<file path="src/rtl/pll_seq_pkg.sv">
// Shared types and constants for the PLL reset sequencer.
package pll_seq_pkg;

    typedef enum logic [2:0] {
        PLL_RST,
        WAIT_LOCK,
        STABLE,
        RELEASE,
        RUN,
        SOFT_HOLD,
        FAULT
    } seq_state_t;

    localparam int LOSS_CNT_W = 8;

    // Largest of four cycle counts; sizes the shared phase counter.
    function automatic int max_of4(input int a, input int b, input int c, input int d);
        int m;
        m = a;
        if (b > m) m = b;
        if (c > m) m = c;
        if (d > m) m = d;
        return m;
    endfunction

endpackage

</file>
<file path="src/rtl/pll_reset_sequencer_sync_2ff.sv">
// Single-bit two-flop synchroniser; both stages clear to 0 on reset.
module sync_2ff (
    input  logic clk_i,
    input  logic rst_i,
    input  logic d_i,
    output logic q_o
);

    logic meta;

    // Capture the asynchronous level, then re-register it to let metastability settle
    always_ff @(posedge clk_i) begin
        if (rst_i) begin
            meta <= 1'b0;
            q_o  <= 1'b0;
        end else begin
            meta <= d_i;
            q_o  <= meta;
        end
    end

endmodule

</file>
<file path="src/rtl/pll_reset_sequencer.sv">
// PLL reset and domain-reset release sequencer with lock-loss recovery,
// bounded lock retries and a four-phase soft-reset handshake.
//
// state     | meaning
// ----------+---------------------------------------------------------------
// PLL_RST   | PLL held in reset for PLL_RESET_CYCLES, all domains in reset
// WAIT_LOCK | PLL running, waiting for lock; times out after LOCK_TIMEOUT
// STABLE    | counting consecutive locked cycles up to LOCK_STABLE_CYCLES
// RELEASE   | releasing domain resets one by one, RELEASE_GAP apart
// RUN       | all domains out of reset, all_ready_o high
// SOFT_HOLD | soft reset: domains held in reset for RELEASE_GAP, PLL untouched
// FAULT     | retry limit hit; everything held in reset until rst_i
//
// NUM_DOMAINS must be at least 2: the first release happens on RELEASE entry
// and the remaining bits are released from inside RELEASE.
module pll_reset_sequencer
    import pll_seq_pkg::*;
#(
    parameter int NUM_DOMAINS        = 3,
    parameter int PLL_RESET_CYCLES   = 8,
    parameter int LOCK_TIMEOUT       = 65536,
    parameter int LOCK_STABLE_CYCLES = 1024,
    parameter int RELEASE_GAP        = 16,
    parameter int RETRY_LIMIT        = 4
) (
    input  logic                   clk_i,
    input  logic                   rst_i,
    input  logic                   pll_locked_i,
    output logic                   pll_areset_o,
    output logic [NUM_DOMAINS-1:0] dom_rst_o,
    output logic                   all_ready_o,
    input  logic                   soft_rst_req_i,
    output logic                   soft_rst_ack_o,
    output logic                   fault_o,
    output logic [LOSS_CNT_W-1:0]  lock_loss_cnt_o
);

    localparam int CNT_MAX = max_of4(PLL_RESET_CYCLES, LOCK_TIMEOUT,
                                     LOCK_STABLE_CYCLES, RELEASE_GAP);
    localparam int CNT_W   = (CNT_MAX > 1) ? $clog2(CNT_MAX) : 1;
    localparam int IDX_W   = (NUM_DOMAINS > 1) ? $clog2(NUM_DOMAINS) : 1;
    localparam int RTY_W   = $clog2(RETRY_LIMIT + 1);

    localparam logic [CNT_W-1:0] CNT_ONE     = CNT_W'(1);
    localparam logic [CNT_W-1:0] PRST_LAST   = CNT_W'(PLL_RESET_CYCLES - 1);
    localparam logic [CNT_W-1:0] TMO_LAST    = CNT_W'(LOCK_TIMEOUT - 1);
    localparam logic [CNT_W-1:0] STABLE_LAST = CNT_W'(LOCK_STABLE_CYCLES - 1);
    localparam logic [CNT_W-1:0] GAP_LAST    = CNT_W'(RELEASE_GAP - 1);

    localparam logic [IDX_W-1:0] IDX_ONE  = IDX_W'(1);
    localparam logic [IDX_W-1:0] IDX_LAST = IDX_W'(NUM_DOMAINS - 1);

    localparam logic [RTY_W-1:0] RTY_ONE  = RTY_W'(1);
    localparam logic [RTY_W-1:0] RTY_LAST = RTY_W'(RETRY_LIMIT - 1);

    localparam logic [NUM_DOMAINS-1:0] DOM_ALL   = '1;
    localparam logic [NUM_DOMAINS-1:0] DOM_FIRST = DOM_ALL << 1;

    localparam logic [LOSS_CNT_W-1:0] LOSS_MAX = '1;
    localparam logic [LOSS_CNT_W-1:0] LOSS_ONE = LOSS_CNT_W'(1);

    seq_state_t       state;
    logic [CNT_W-1:0] cnt;
    logic [IDX_W-1:0] dom_idx;
    logic [RTY_W-1:0] retry;
    logic             soft_active;
    logic             locked_s;

    sync_2ff u_lock_sync (
        .clk_i (clk_i),
        .rst_i (rst_i),
        .d_i   (pll_locked_i),
        .q_o   (locked_s)
    );

    // Sequencer FSM with registered outputs; the shared counter restarts on every state entry
    always_ff @(posedge clk_i) begin
        if (rst_i) begin
            state           <= PLL_RST;
            cnt             <= '0;
            dom_idx         <= '0;
            retry           <= '0;
            soft_active     <= 1'b0;
            pll_areset_o    <= 1'b1;
            dom_rst_o       <= DOM_ALL;
            all_ready_o     <= 1'b0;
            soft_rst_ack_o  <= 1'b0;
            fault_o         <= 1'b0;
            lock_loss_cnt_o <= '0;
        end else begin
            // Four-phase return: ack drops one cycle after the request drops
            if (soft_rst_ack_o && !soft_rst_req_i) begin
                soft_rst_ack_o <= 1'b0;
            end

            // Lock loss with domains (partly) released wins over everything else
            if ((state == RELEASE || state == RUN) && !locked_s) begin
                state        <= PLL_RST;
                cnt          <= '0;
                soft_active  <= 1'b0;
                pll_areset_o <= 1'b1;
                dom_rst_o    <= DOM_ALL;
                all_ready_o  <= 1'b0;
                if (lock_loss_cnt_o != LOSS_MAX) begin
                    lock_loss_cnt_o <= lock_loss_cnt_o + LOSS_ONE;
                end
            end else begin
                case (state)
                    PLL_RST: begin
                        if (cnt == PRST_LAST) begin
                            state        <= WAIT_LOCK;
                            cnt          <= '0;
                            pll_areset_o <= 1'b0;
                        end else begin
                            cnt <= cnt + CNT_ONE;
                        end
                    end

                    WAIT_LOCK: begin
                        if (locked_s) begin
                            state <= STABLE;
                            cnt   <= '0;
                        end else if (cnt == TMO_LAST) begin
                            cnt          <= '0;
                            retry        <= retry + RTY_ONE;
                            pll_areset_o <= 1'b1;
                            if (retry == RTY_LAST) begin
                                state   <= FAULT;
                                fault_o <= 1'b1;
                            end else begin
                                state <= PLL_RST;
                            end
                        end else begin
                            cnt <= cnt + CNT_ONE;
                        end
                    end

                    STABLE: begin
                        if (!locked_s) begin
                            state <= WAIT_LOCK;
                            cnt   <= '0;
                        end else if (cnt == STABLE_LAST) begin
                            state     <= RELEASE;
                            cnt       <= '0;
                            dom_idx   <= IDX_ONE;
                            dom_rst_o <= DOM_FIRST;
                        end else begin
                            cnt <= cnt + CNT_ONE;
                        end
                    end

                    RELEASE: begin
                        if (cnt == GAP_LAST) begin
                            cnt                <= '0;
                            dom_rst_o[dom_idx] <= 1'b0;
                            if (dom_idx == IDX_LAST) begin
                                state          <= RUN;
                                all_ready_o    <= 1'b1;
                                retry          <= '0;
                                soft_active    <= 1'b0;
                                soft_rst_ack_o <= soft_active & soft_rst_req_i;
                            end else begin
                                dom_idx <= dom_idx + IDX_ONE;
                            end
                        end else begin
                            cnt <= cnt + CNT_ONE;
                        end
                    end

                    RUN: begin
                        if (soft_rst_req_i && !soft_rst_ack_o) begin
                            state       <= SOFT_HOLD;
                            cnt         <= '0;
                            soft_active <= 1'b1;
                            dom_rst_o   <= DOM_ALL;
                            all_ready_o <= 1'b0;
                        end
                    end

                    SOFT_HOLD: begin
                        if (cnt == GAP_LAST) begin
                            state     <= RELEASE;
                            cnt       <= '0;
                            dom_idx   <= IDX_ONE;
                            dom_rst_o <= DOM_FIRST;
                        end else begin
                            cnt <= cnt + CNT_ONE;
                        end
                    end

                    FAULT: begin
                        fault_o      <= 1'b1;
                        pll_areset_o <= 1'b1;
                        dom_rst_o    <= DOM_ALL;
                        all_ready_o  <= 1'b0;
                    end

                    default: begin
                        state        <= PLL_RST;
                        cnt          <= '0;
                        pll_areset_o <= 1'b1;
                        dom_rst_o    <= DOM_ALL;
                        all_ready_o  <= 1'b0;
                    end
                endcase
            end
        end
    end

endmodule
</file>
<file path="config.mk">
export PLATFORM = sky130hd
export DESIGN_NAME = pll_reset_sequencer
export DESIGN_NICKNAME = d
export VERILOG_FILES = /design/src/rtl/pll_seq_pkg.sv /design/src/rtl/pll_reset_sequencer_sync_2ff.sv /design/src/rtl/pll_reset_sequencer.sv
export SDC_FILE = /design/constraint.sdc
export NUM_CORES = 1
export LEC_CHECK = 0
export CAP_MARGIN = 20
export CORE_MARGIN = 2
export CORE_UTILIZATION = 60
export CTS_CLUSTER_SIZE = 16
export DETAILED_ROUTE_END_ITERATION = 10
export PLACE_DENSITY = 0.82
export SKIP_CTS_REPAIR_TIMING = 1
export SYNTH_ARGS = -nofsm -noshare
export SYNTH_HDL_FRONTEND = slang
export SYNTH_SLANG_ARGS = --single-unit
</file>
<file path="constraint.sdc">
create_clock -name clk_i -period 3.5 [get_ports clk_i]
set_clock_uncertainty 0.2 [all_clocks]
set_input_delay 0.7 -clock clk_i [delete_from_list [all_inputs] [get_ports clk_i]]
set_output_delay 0.7 -clock clk_i [all_outputs]
set_load 0.01 [all_outputs]
</file>
### Word level (Yosys, flattened, before mapping)

Index checks and enable logic that the tools add are counted.

* register bits after elaboration: 42
* input bits: 4
* output and inout port bits: 15
* word-level logic and storage cells: 140

* add/sub/neg operators: 4
* order comparisons: 2
* eq/ne operators: 26
* muxes and demuxes: 59
* bitwise gates (word level): 8
* reductions and logical operators: 28

Operator list (number)
* $mux 16: 7
* $pmux 16 s6: 1
* $mux 3: 19
* $pmux 3 s7: 1
* $mux 1: 18
* $add 16x1->16 const B: 1
* $eq 16x10->1 const B: 1
* $eq 16x16->1 const B: 1
* $eq 16x3->1 const B: 1
* $eq 16x4->1 const B: 1
* $pmux 3 s5: 1
* $ne 2x2->1 const B: 7
* $reduce_and 4->1: 3
* $reduce_and 6->1: 2
* $mux 2: 5
* $eq 3x2->1 const B: 3
* $eq 3x3->1 const B: 3
* $add 8x1->8 const B: 1
* $ne 2x1->1 const B: 4
* $ne 8x8->1 const B: 1
* $reduce_and 8->1: 1
* $reduce_or 4->1: 2
* $reduce_and 7->1: 1
* $pmux 1 s3: 2
* 25 further kinds: 40

### Longest topological paths before layout

Gate-level depths: netlist of run 1.

* depth in word-level cells: 8
* depth in mapped cells: 9
* mapped depth without buffers: 7

### Modules after synthesis

A second synthesis of run 1 with hierarchy kept.

* cells, all modules: 287
* area total of the unflattened synthesis: 2374.8 µm²

Modules (own cells, without submodules)
* pll_reset_sequencer: instances 1, cells an instance 283, area an instance 2322.2 µm², sequential area each 800.8 µm²
* sync_2ff: instances 1, cells an instance 4, area an instance 52.6 µm², sequential area each 40.0 µm²

### Least setup slack after synthesis of run 1

OpenSTA, ideal clock, no wires.

* path kind: input to register
* start point: input soft_rst_req_i
* end point: register cnt[10]
* library setup time: 0.115 ns
* data arrival time: 1.914 ns
* required time: 3.185 ns
* slack: 1.272 ns
* cell stages on the path: 7
* path buffers: 1
* cell sequence: nor3b_1 > nor2_1 > a31oi_4 > nand2_2 > o31ai_4 > buf_6 > nor2_1

* word-level cells in the longest chain between the ends: 3

RTL lines
* from (decl): line pll_reset_sequencer.sv:32 `input logic soft_rst_req_i,`
* $logic_and 1x1->1: line pll_reset_sequencer.sv:171 `if (soft_rst_req_i && !soft_rst_ack_o) begin`
* $ne 2x1->1 (no line)
* $reduce_and 2->1 (no line)
* to (signal assigned): line pll_reset_sequencer.sv:148 `cnt <= cnt + CNT_ONE;`
* to (signal assigned): line pll_reset_sequencer.sv:166 `cnt <= cnt + CNT_ONE;`
* to (signal assigned): line pll_reset_sequencer.sv:187 `cnt <= cnt + CNT_ONE;`
* to (decl): line pll_reset_sequencer.sv:63 `logic [CNT_W-1:0] cnt;`

No other way between the ends.
A chain may end at the register's enable or synchronous reset.

### Final worst setup path of run 1

* start point: input soft_rst_req_i
* end point: register cnt[15]

Same word-level chain as after synthesis.

==> impl_metrics.json, run 1 <==
{
  "pre_cts_ws_ns": 0.4986,
  "gp_congestion": 0.9418,
  "p_comb_share_pct": 11.3,
  "hold_class": "reg -> reg",
  "initial_utilization_pct": 63.03,
  "grt_max_degree": 24,
  "cap_violations": 0,
  "grt_use_total_pct": 25.61,
  "synth_top_area_cell": "dfxtp_1",
  "cts.htree.levels": 2,
  "p_leak_nw": 0.9202,
  "drc_errors": 0,
  "row_count": 22,
  "hold_viol": 0,
  "vias_per_cell": 5.768,
  "finalSetupTns_ns": 0,
  "yosys_warnings": 0,
  "fin_crit_ns": 2.704,
  "p_clk_share_pct": 34.2,
  "rsz0062_at_grt": "no",
  "yosysTopAreaCellShare_pct": 36.17,
  "drive_gt1_share_pct": 9.247,
  "syn_avg_cell_area_um2": 8.393,
  "vdd_ir_drop_max_v": 0.0002251,
  "cts_made_buffers": 5,
  "nFillCells": 304,
  "worst_pin_slew_ns": 0.6997,
  "holdWs_ns": 0.2426,
  "areaGrowthSynthToFinish_pct": 10.71,
  "swShare_pct": 27.55,
  "antenna_found_initial": 0,
  "wire_per_inst_um": 14.27,
  "vias": 1961,
  "drt_first_pass_iters": 5,
  "clk_pin_slew_ns": 0.08,
  "n_antenna_cell": 0,
  "synth_nets": 288,
  "grt_pass1_vias": 1850,
  "synth_common_cells": "nor2_1 (47), dfxtp_1 (42), nand2_1 (19)",
  "crit_type": "in -> reg",
  "wl_um": 4853,
  "synthDistinctLibCells": 49,
  "status": "complete, no violations",
  "synthTopCellsByArea": "dfxtp_1 (36%), nor2_1 (7.6%), xor2_1 (5.3%)",
  "nets": 302,
  "worst_ep_required_time_ns": 3.47,
  "synth-async-reset-ratio_pct": 0,
  "worstSetupStartpointType": "input port",
  "end_kind": "flip-flop",
  "synthCells": 277,
  "synth_seq_cells": 42,
  "p_sw_mw": 0.2643,
  "fp.dieW_um": 66.25,
  "grt_first_pass_wirelength_um": 8507,
  "p_total_mw": 0.9590,
  "report.final.slew_viol_count": 0,
  "synth_ff_type": "dfxtp_1",
  "io_buffer_count": 18,
  "ios": 19,
  "synth_edf_count": 0,
  "placed_cell_area_um2": 2479,
  "clock_latency_ns": 0.30,
  "drt_iter0_markers": 160,
  "dieHeight_um": 66.25,
  "p_per_area_nw_per_um2": 372.6,
  "power.internal_mw": 0.6948,
  "clock.fmax_ghz": 0.3699,
  "overflow": 0,
  "yosysMostFrequentCell": "nor2_1",
  "final_antenna_net_count": 0,
  "cts_sinks": 42,
  "ys_seq_area_share_pct": 36.17,
  "core_um2": 3689,
  "cts_tree": "built",
  "cts_root_buffer": "clkbuf_8",
  "worstPathArrival_ns": 2.67,
  "dp_hpwl_um": 3456,
  "dieArea_um2": 4388,
  "setup_viol": 0,
  "fin_crit_sh_pct": 77.25,
  "slew_headroom_pct": 53.29,
  "syn_area_um2": 2325,
  "finalWorstSetupSlack_ns": 0.7964,
  "worst-path-max-fanout": 15,
  "final_area_um2": 2574,
  "p_seq_share_pct": 54.6,
  "clock_tree.buffer_depth": 2
}
-- through the flow --
stage | std cells | utilization, %
global placement | 332 | 67.20
global route | 340 | 69.78
finish | 340 | 69.78
CTS | 340 | 69.78
detailed placement | 332 | 67.20
floorplan | 277 | -
-- placed cells by master (no fill, tap or decap), types with 2 or more instances in the layout --
cell,instances
nand3b_1,2
clkbuf_8,6
or2b_2,3
a21oi_1,17
o21ai_1,2
and4_1,5
xnor2_1,7
o21ai_0,11
nand3_1,13
nor3b_1,2
nor2_1,47
and2_1,2
or2_2,2
a22oi_1,2
buf_4,3
nor4_2,2
dfxtp_1,42
and3_1,7
nor2b_1,3
nor3_1,7
o211ai_1,3
nand2_1,19
or3_1,2
nand4_1,11
xor2_1,14
mux2i_1,5
inv_1,7
ha_1,7
clkdlybuf4s50_1,18
nand2b_1,3
-- per-layer routing --
| layer | up-vias | track usage [%] | routed length [µm] | share of wire [%] |
|---|---|---|---|---|
| met5 | - | 0 | 0 | 0 |
| met1 | 890 | 32.98 | 2218 | 46 |
| met2 | 61 | 39.50 | 2222 | 46 |
| met3 | 17 | 6.303 | 250 | 5.2 |
| li1 | 993 | - | - | - |
| met4 | 0 | 13.01 | 161 | 3.3 |
-- critical path: stages --
cell,delay [ns]
clkdlybuf4s50_1,0.50
nor3b_1,0.19
buf_4,0.16
nor2_1,0.09
a31oi_4,0.19
nand2_2,0.10
o31ai_4,0.61
nor2_1,0.11
-- final timing paths --
kind / endpoint / from / slack (ns) / depth (start not counted)
max: cnt[15] / soft_rst_req_i / 0.80 / 8
min: u_lock_sync.q_o / u_lock_sync.meta / 0.24 / 1
max reg2reg: cnt[15] / cnt[1] / 0.94 / 7
min reg2reg: u_lock_sync.q_o / u_lock_sync.meta / 0.24 / 1
-- kinds of logic after synthesis --
logic type / Yosys count / synth area share [%]
multiplexers: 5 / 2.153
XOR/XNOR: 21 / 7.912
adder cells (fa/ha/maj): 7 / 3.767
buffers and inverters: 21 / 5.813
AND/OR/NAND/NOR: 138 / 32.13
AO/OA/AOI/OAI: 43 / 12.06
flip-flops: 42 / 36.17
-- registers in the layout (all words and copies together) (netlist names), 2 cells and up --
signal,flops
cnt,16
dom_idx,2
dom_rst_o,3
lock_loss_cnt_o,8
retry,3
state,3
-- power groups by stage --
stage / Clock [mW] / Sequential (mW) / Combinational (mW)
after floorplan: 0 / 0.514 / 0.108
after global placement: 0 / 0.533 / 0.103
after detailed placement: 0 / 0.534 / 0.108
after CTS: 0.336 / 0.522 / 0.108
after global routing: 0.349 / 0.528 / 0.123
final: 0.328 / 0.523 / 0.108
-- area by class of cell --
cell class              count  area (µm²)  area share (%)
inverters                   7       26.28           1.021
repair buffers             21       202.7           7.876
well taps                  48       60.06           2.333
clock inverters             2       12.51          0.4861
multi-input cells         214        1349           52.41
flip-flops and latches     42       840.8           32.67
clock buffers               6       82.58           3.209
No activity file was read; power rests on OpenSTA's default activity.
==> run 2, diff against run 1 <==
Settings changed: CORE_UTILIZATION 60 to 52, PLACE_DENSITY 0.82 to 0.75.
Clock period 3.5 ns to 2.3 ns, I/O delays scaled along.
==> run 2 against run 1 <==
Worst hold slack got worse by 0.0030 ns. Total power is 52% higher. Final cell count rose by 7.1%. Combinational power increased by 120%. Critical path type is now reg -> reg. Largest cell class unchanged. Highest routed layer unchanged.
==> impl_metrics.json, run 2 (same netlist as run 1, synthesis figures left out) <==
{
  "status": "complete, no violations",
  "nFillCells": 385,
  "dp_hpwl_um": 3885,
  "slowest_delay_ns": 0.37,
  "hold_class": "reg -> reg",
  "p_seq_share_pct": 53.0,
  "p_sw_mw": 0.3933,
  "worstSetupStartpointType": "flip-flop",
  "grt_max_degree": 20,
  "vias_per_cell": 5.670,
  "final_area_um2": 2758,
  "rsz0062_at_grt": "no",
  "worst_ep_required_time_ns": 2.29,
  "gp_congestion": 0.9566,
  "clock_tree.buffer_depth": 2,
  "clock_latency_ns": 0.30,
  "hold_depth": 1,
  "vias": 2064,
  "n_antenna_cell": 0,
  "cts_made_buffers": 5,
  "p_per_area_nw_per_um2": 529.6,
  "hold_viol": 0,
  "cp.depth": 8,
  "cts_sinks": 42,
  "clock.fmax_ghz": 0.4596,
  "p_comb_share_pct": 16.2,
  "r2r_setup_slack_ns": 0.12,
  "crit_chain": "ha_1, and3_2, nand4_2, a31oi_4, nand2_2, o31ai_4, buf_12, nor2_1",
  "overflow": 0,
  "antenna_found_initial": 0,
  "placed_cell_area_um2": 2654,
  "swShare_pct": 26.93,
  "cap_violations": 0,
  "largest_register_ffs": 16,
  "crit_buf_inv": 1,
  "cts_root_buffer": "clkbuf_8",
  "drc_errors": 0,
  "p_leak_nw": 1.039,
  "final_antenna_net_count": 0,
  "fin_crit_ns": 2.176,
  "final_cells": 364,
  "grt_pass1_vias": 1959,
  "slew_headroom_pct": 65.76,
  "core_um2": 4324,
  "areaGrowthSynthToFinish_pct": 18.62,
  "dieHeight_um": 70.86,
  "row_count": 24,
  "largest_registers": "cnt x16, lock_loss_cnt_o x8",
  "crit_family": "simple AND/OR/NAND/NOR gates",
  "rr_worst_depth": 8,
  "wl_um": 5221,
  "ios": 19,
  "final_common_cell": "nor2_1",
  "regMostFlops": "cnt",
  "drt_iter0_markers": 145,
  "layout_common_cells": "nor2_1 (47), dfxtp_1 (42), buf_4 (23)",
  "report.final.slew_viol_count": 0,
  "fin_crit_sh_pct": 94.59,
  "grt_use_total_pct": 21.76,
  "worst-path-max-fanout": 15,
  "drive_gt1_share_pct": 15.38,
  "wire_per_inst_um": 14.34,
  "grt_first_pass_wirelength_um": 8838,
  "place_inst": 357,
  "fp.dieW_um": 70.86,
  "cts.htree.levels": 2,
  "power.internal_mw": 1.067,
  "crit_type": "reg -> reg",
  "nets": 323,
  "slowest_stage": "dfxtp_1",
  "io_buffer_count": 18,
  "end_kind": "flip-flop",
  "p_clk_share_pct": 30.8,
  "initial_utilization_pct": 53.76,
  "worst_pin_slew_ns": 0.5116,
  "final_util_pct": 63.77,
  "clk_pin_slew_ns": 0.08,
  "worstPathArrival_ns": 2.16,
  "cts_tree": "built",
  "setup_viol": 0,
  "dieArea_um2": 5021,
  "vdd_ir_drop_max_v": 0.0002921,
  "drt_first_pass_iters": 4
}
[run 2: changes by cell type in the layout (fill, tap and decap cells not counted), sizes merged]
cell / before / now
clkbuf: 6 / 7
clkinvlp: 1 / 0
clkinv: 1 / 0
buf: 3 / 24
[run 2: power by group through the flow]
stage | clock, mW | sequential, mW | combinational [mW]
finish | 0.450 | 0.774 | 0.237
global route | 0.481 | 0.777 | 0.265
CTS | 0.458 | 0.774 | 0.234
detailed placement | 0 | 0.791 | 0.235
global placement | 0 | 0.790 | 0.231
floorplan | 0 | 0.783 | 0.165
[run 2: path summary, 6_finish.rpt]
| kind | startpoint | end |
|---|---|---|
| hold / removal | u_lock_sync.meta | u_lock_sync.q_o |
| setup reg to reg | cnt[0] | cnt[14] |
| setup / recovery | cnt[0] | cnt[14] |
| hold reg to reg | u_lock_sync.meta | u_lock_sync.q_o |
[run 2: per-layer routing]
| metal | vias up | wire, µm | track usage, % |
|---|---|---|---|
| met4 | 0 | 90 | 7.547 |
| met1 | 967 | 2380 | 29.04 |
| met5 | - | 0 | 0 |
| met3 | 8 | 313 | 4.416 |
| li1 | 1032 | - | - |
| met2 | 57 | 2436 | 35.20 |
[run 2: cell type report]
type | instances | area, µm² | share of cell area [%]
Multi-Input combinational cell | 214 | 1376 | 49.91
Inverter | 7 | 26.28 | 0.9528
Clock buffer | 7 | 76.32 | 2.768
Timing Repair Buffer | 42 | 372.9 | 13.52
Sequential cell | 42 | 840.8 | 30.49
Tap cell | 52 | 65.06 | 2.359
[run 2: worst register-to-register path: cells and delay by family (launching register included)]
kind            cells  cell delay (ns)
fa+ha+maj           1             0.23
simple gates        4             0.57
compound gates      2             0.52
buf+inv             1             0.17
flops               1             0.37
[run 2: stage by stage]
step	hold WS, ns	setup TNS [ns]	setup slack, ns	total power, mW
global placement	0.2232	-3.189	-0.1900	1.021
global route	0.2658	0	0.004247	1.522
CTS	0.2388	0	0.05303	1.466
floorplan	0.2138	0	0.1706	0.9477
finish	0.2396	0	0.1243	1.460
detailed placement	0.2218	-4.574	-0.2655	1.025
==> run 3, diff against run 2 <==
Settings changed: CAP_MARGIN 20 to 10.
==> results of run 3 <==
No change in the layout: final DEF, timing and power equal those of run 2.
